[config.mk]
export PLATFORM = sky130hd
export DESIGN_NAME = lifo_stack_param
export DESIGN_NICKNAME = d
export VERILOG_FILES = /design/src/rtl/lifo_stack_param.sv
export SDC_FILE = /design/constraint.sdc
export NUM_CORES = 1
export LEC_CHECK = 0
export CAP_MARGIN = 20
export CORE_MARGIN = 1
export CORE_UTILIZATION = 60
export DETAILED_ROUTE_END_ITERATION = 10
export PLACE_DENSITY = 0.83
export SYNTH_ARGS = -nofsm -noshare
export SYNTH_HDL_FRONTEND = slang
export SYNTH_SLANG_ARGS = --single-unit
[constraint.sdc]
create_clock -name clk -period 4.9 [get_ports clk]
set_clock_uncertainty 0.15 [all_clocks]
set_input_delay 0.98 -clock clk [delete_from_list [all_inputs] [get_ports clk]]
set_output_delay 0.98 -clock clk [all_outputs]
set_load 0.05 [all_outputs]
[src/rtl/lifo_stack_param.sv]
// Parametrised LIFO stack with push/pop/replace-top, soft clear and sticky error flags.
// Define LIFO_PEEK_EN to add the combinational 'top' peek port.
module lifo_stack_param #(
  parameter int WIDTH = 16,
  parameter int DEPTH = 32,
  parameter int AW    = $clog2(DEPTH)
) (
  input  logic             clk,
  input  logic             rst,
  input  logic             en,
  input  logic             clr,
  input  logic             push,
  input  logic             pop,
  input  logic [WIDTH-1:0] din,
  output logic [WIDTH-1:0] dout,
  output logic             dout_vld,
  output logic             empty,
  output logic             full,
  output logic [AW:0]      count,
  output logic             ovf,
`ifdef LIFO_PEEK_EN
  output logic             udf,
  output logic [WIDTH-1:0] top
`else
  output logic             udf
`endif
);

  localparam logic [AW:0] FULL_CNT = (AW+1)'(DEPTH);
  localparam logic [AW:0] ONE_CNT  = (AW+1)'(1);

  logic [WIDTH-1:0] mem [DEPTH];

  logic [AW-1:0]    sp;
  logic [AW-1:0]    top_idx;
  logic [AW:0]      count_nxt;
  logic [WIDTH-1:0] dout_nxt;
  logic             vld_nxt;
  logic             ovf_nxt;
  logic             udf_nxt;
  logic             wr_en;
  logic [AW-1:0]    wr_addr;

  // When full, count[AW-1:0] wraps to 0, but sp is never used as a write address then.
  assign sp      = count[AW-1:0];
  assign top_idx = sp - AW'(1);
  assign empty   = (count == '0);
  assign full    = (count == FULL_CNT);

  always_comb begin
    count_nxt = count;
    dout_nxt  = dout;
    vld_nxt   = 1'b0;
    ovf_nxt   = ovf;
    udf_nxt   = udf;
    wr_en     = 1'b0;
    wr_addr   = sp;
    if (en) begin
      if (clr) begin
        count_nxt = '0;
        ovf_nxt   = 1'b0;
        udf_nxt   = 1'b0;
      end else if (push && pop) begin
        if (empty) begin
          // Nothing to pop: degrade to a plain push and flag the underflow.
          wr_en     = 1'b1;
          wr_addr   = sp;
          count_nxt = count + ONE_CNT;
          udf_nxt   = 1'b1;
        end else begin
          wr_en    = 1'b1;
          wr_addr  = top_idx;
          dout_nxt = mem[top_idx];
          vld_nxt  = 1'b1;
        end
      end else if (push) begin
        if (full) begin
          ovf_nxt = 1'b1;
        end else begin
          wr_en     = 1'b1;
          wr_addr   = sp;
          count_nxt = count + ONE_CNT;
        end
      end else if (pop) begin
        if (empty) begin
          udf_nxt = 1'b1;
        end else begin
          dout_nxt  = mem[top_idx];
          vld_nxt   = 1'b1;
          count_nxt = count - ONE_CNT;
        end
      end
    end
  end

  always_ff @(posedge clk or negedge rst) begin
    if (!rst) begin
      count    <= '0;
      dout     <= '0;
      dout_vld <= 1'b0;
      ovf      <= 1'b0;
      udf      <= 1'b0;
    end else begin
      count    <= count_nxt;
      dout     <= dout_nxt;
      dout_vld <= vld_nxt;
      ovf      <= ovf_nxt;
      udf      <= udf_nxt;
    end
  end

  // Storage is deliberately not reset; rst only gates writes so a held reset aborts pushes.
  always_ff @(posedge clk) begin
    if (wr_en && rst) begin
      mem[wr_addr] <= din;
    end
  end

`ifdef LIFO_PEEK_EN
  assign top = empty ? '0 : mem[top_idx];
`endif

endmodule

==> results.sh <==
export IMPL_drv_cap=0
export IMPL_antenna_found_initial=2
export IMPL_ys_flop_type="edfxtp_1"
export IMPL_p_per_area_nw_per_um2=631
export IMPL_synth_nets=1115
export IMPL_tightestPinTransition_ns=1.14
export IMPL_timing_critical_path_to="empty"
export IMPL_grt_start_max_net_pins=90
export IMPL_die_h_um=190
export IMPL_drt_wirelength_per_cell_um=30.6
export IMPL_avgSynthCellArea_um2=19.5
export IMPL_grt_usage_pct=29.5
export IMPL_drive_gt1_share_pct=23.3
export IMPL_regToRegSetupSlack_ns=0.88
export IMPL_vdd_ir_drop_max_mv=0.622
export IMPL_startpoint="count[0]"
export IMPL_setup_viol=0
export IMPL_vias=11593
export IMPL_antenna_cells=0
export IMPL_worst_slack_ns=0.703
export IMPL_viasPerCell=6.83
export IMPL_p_leak_nw=7.87
export IMPL_drt_iter0_markers=1712
export IMPL_fmax_mhz=238
export IMPL_wirelength_um=51900
export IMPL_die_area_um2=36200
export IMPL_rsz0062_at_grt="no"
export IMPL_timing_final_crit_period_ns=4.20
export IMPL_coreArea_um2=34700
export IMPL_grt_ovfl_total=0
export IMPL_crit_required_ns=3.77
export IMPL_syn_cell_area_um2=21300
export IMPL_cp_slowest_cell="clkdlybuf4s50_1"
export IMPL_r2r_start="count[0]"
export IMPL_post_cts_buffers=0
export IMPL_path_max_fanout=14
export IMPL_cp_start_kind="flip-flop"
export IMPL_cts_clk_slew_worst_paths_ns=0.06
export IMPL_clock_tree_root_cell="clkbuf_16"
export IMPL_rows=68
export IMPL_cts_hold_buf=0
export IMPL_instances_no_fill=1697
export IMPL_end_kind="primary output"
export IMPL_clock_latency_ns=0.59
export IMPL_start_util_pct=61.3
export IMPL_cts_tree="yes"
export IMPL_synth_seq_area_share_pct=75.2
export IMPL_slowest_delay_ns=0.83
export IMPL_cts_made_buffers=52
export IMPL_die_x_um=190
export IMPL_drc=0
export IMPL_pre_cts_slack_ns=0.542
export IMPL_finalCritPeriodShare_pct=85.6
export IMPL_critPathKind="flip-flop to primary output"
export IMPL_synth_cell_type_count=56
export IMPL_grt_pass1_wl_um=75600
export IMPL_synth_edff_count=512
export IMPL_io_pins=49
export IMPL_area_growth_pct=14.5
export IMPL_relSlewSlack_pct=24.1
export IMPL_synthCells=1090
export IMPL_final_hold_viol_count=0
export IMPL_ys_warn_count=0
export IMPL_ys_ff_latch=537
export IMPL_worst_r2r_cell_count=7
export IMPL_cts_buffer_depth=3
export IMPL_grt_pass1_vias=11492
export IMPL_outcome="completed"
export IMPL_drv_slew=0
export IMPL_dp_hpwl_um=30600
export IMPL_ctsResizeCount=0
export IMPL_worstPathCellList="inv_1 -> ha_4 -> or4b_4 -> nor2_4 -> clkdlybuf4s50_1"
export IMPL_finalSetupTns_ns=0
export IMPL_r2r_end="dout[3]"
export IMPL_gp_congestion=0.943
export IMPL_port_buffers=48
export IMPL_ant_nets=0
export IMPL_worstPathArrival_ns=3.07
export IMPL_synthArstFlopShare_pct=4.66
export IMPL_fin_nets=1226
export IMPL_drtPass1Iterations=6
export IMPL_post_place_cells=1599
export IMPL_cts_sinks=537
export IMPL_htreeDepth=2
export IMPL_min_path_type="flip-flop to flip-flop"
==> worst max-delay path: cells and delay by family, from the launching register on <==
kind	cells	cell delay [ns]
buffers and inverters	2	1.04
AND/OR/NAND/NOR	2	0.70
adder cells (fa/ha/maj)	1	0.16
flip-flops	1	0.60
==> synth_stat cells, types with 3 or more instances <==
cell / number / area share, %
nor2_1: 30 / 0.53
mux2i_1: 14 / 0.66
o21ai_1: 8 / 0.19
ha_1: 3 / 0.18
mux4_2: 128 / 14
and3_1: 6 / 0.18
nand3_1: 19 / 0.45
nor3_1: 15 / 0.35
o21ai_0: 30 / 0.71
buf_6: 3 / 0.16
nand2_1: 107 / 1.9
a21oi_1: 27 / 0.64
o211ai_1: 3 / 0.11
edfxtp_1: 512 / 72
o31ai_1: 7 / 0.25
buf_2: 22 / 0.52
a31oi_1: 7 / 0.21
o22ai_1: 4 / 0.12
dfrtp_1: 25 / 2.9
a2bb2oi_1: 3 / 0.12
buf_4: 11 / 0.39
a311oi_1: 16 / 0.66
clkbuf_1: 24 / 0.42
inv_1: 10 / 0.18
or3_1: 14 / 0.41
==> sequential cells by signal, indices dropped and copies added (netlist names) <==
register and count:
count 6, dout 16, dout_vld 1, mem 512, ovf 1, udf 1
==> kinds of logic after synthesis <==
kind of cell / share of synthesized area, %
DFF: 75.2
and+or+nand+nor: 4.54
muxes: 14.3
AOI/OAI and AO/OA: 3.58
buffers and inverters: 1.73
xor gates and xnor gates: 0.447
adders and majority gates: 0.176
==> metrics by stage <==
stage          hold WS [ns]  total power [mW]  cell area (um2)  utilization [%]
5_1_grt               0.388              15.8            24400             70.2
3_5_place_dp          0.348              11.3            22600             65.2
4_1_cts               0.369              15.2            24300             70.0
2_1_floorplan         0.534              9.09            21300                -
6_report              0.367              15.4            24400             70.2
3_3_place_gp          0.315              11.2            22600             65.0
==> per-layer routing <==
metal	GRT usage [%]	vias up	part of all wire [%]
li1	-	4678	-
met1	40.5	5846	36
met2	46.3	898	48
met3	5.70	169	11
met4	14.0	2	5.4
met5	0	-	0.023
==> power breakdown <==
| part | total (mW) | internal [mW] | switching (mW) |
|---|---|---|---|
| sequential | 5.33 | 5.15 | 0.176 |
| combinational | 6.09 | 2.27 | 3.82 |
| clock | 3.95 | 2.28 | 1.67 |
==> layout by cell type, fill, tap and decap left out, types with 2 or more instances in the layout <==
master,count
a211oi_1,2
a21oi_1,27
a2bb2oi_1,3
a311o_1,2
a311oi_1,16
a31oi_1,7
and3_1,6
buf_12,3
buf_16,3
buf_4,65
bufinv_16,5
clkbuf_1,9
clkbuf_16,55
clkdlybuf4s50_1,48
clkinv_1,13
clkinv_2,9
dfrtp_1,24
edfxtp_1,512
ha_1,2
inv_1,10
mux2_2,2
mux2i_1,14
mux4_2,128
nand2_1,107
nand2b_1,2
nand3_1,19
nor2_1,30
nor2b_1,2
nor3_1,15
nor4_1,2
o211ai_1,3
o21ai_0,30
o21ai_1,8
o22ai_1,4
o31ai_1,7
or2_2,2
or3_1,14
xnor2_2,2
xor2_1,2
==> worst min path at each step <==
stage / slack (ns) / startpoint / depth (start not counted) / end
after floorplan: 0.53 / rst / 0 / count[0]
after global placement: 0.32 / dout[0] / 2 / dout[0]
after detailed placement: 0.35 / dout[3] / 2 / dout[3]
after CTS: 0.37 / dout[8] / 2 / dout[8]
after global routing: 0.39 / dout[9] / 2 / dout[9]
final: 0.37 / dout[10] / 2 / dout[10]
==> area by class of cell <==
cell class	count	area, um2
clock buffers	63	1390
flip-flops and latches	537	16000
inverters	10	37.5
well taps	455	569
fillers	2035	10300
multi-input cells	480	4930
clock inverters	32	297
repair buffers	120	1140
(Power assumes the default switching activity.)
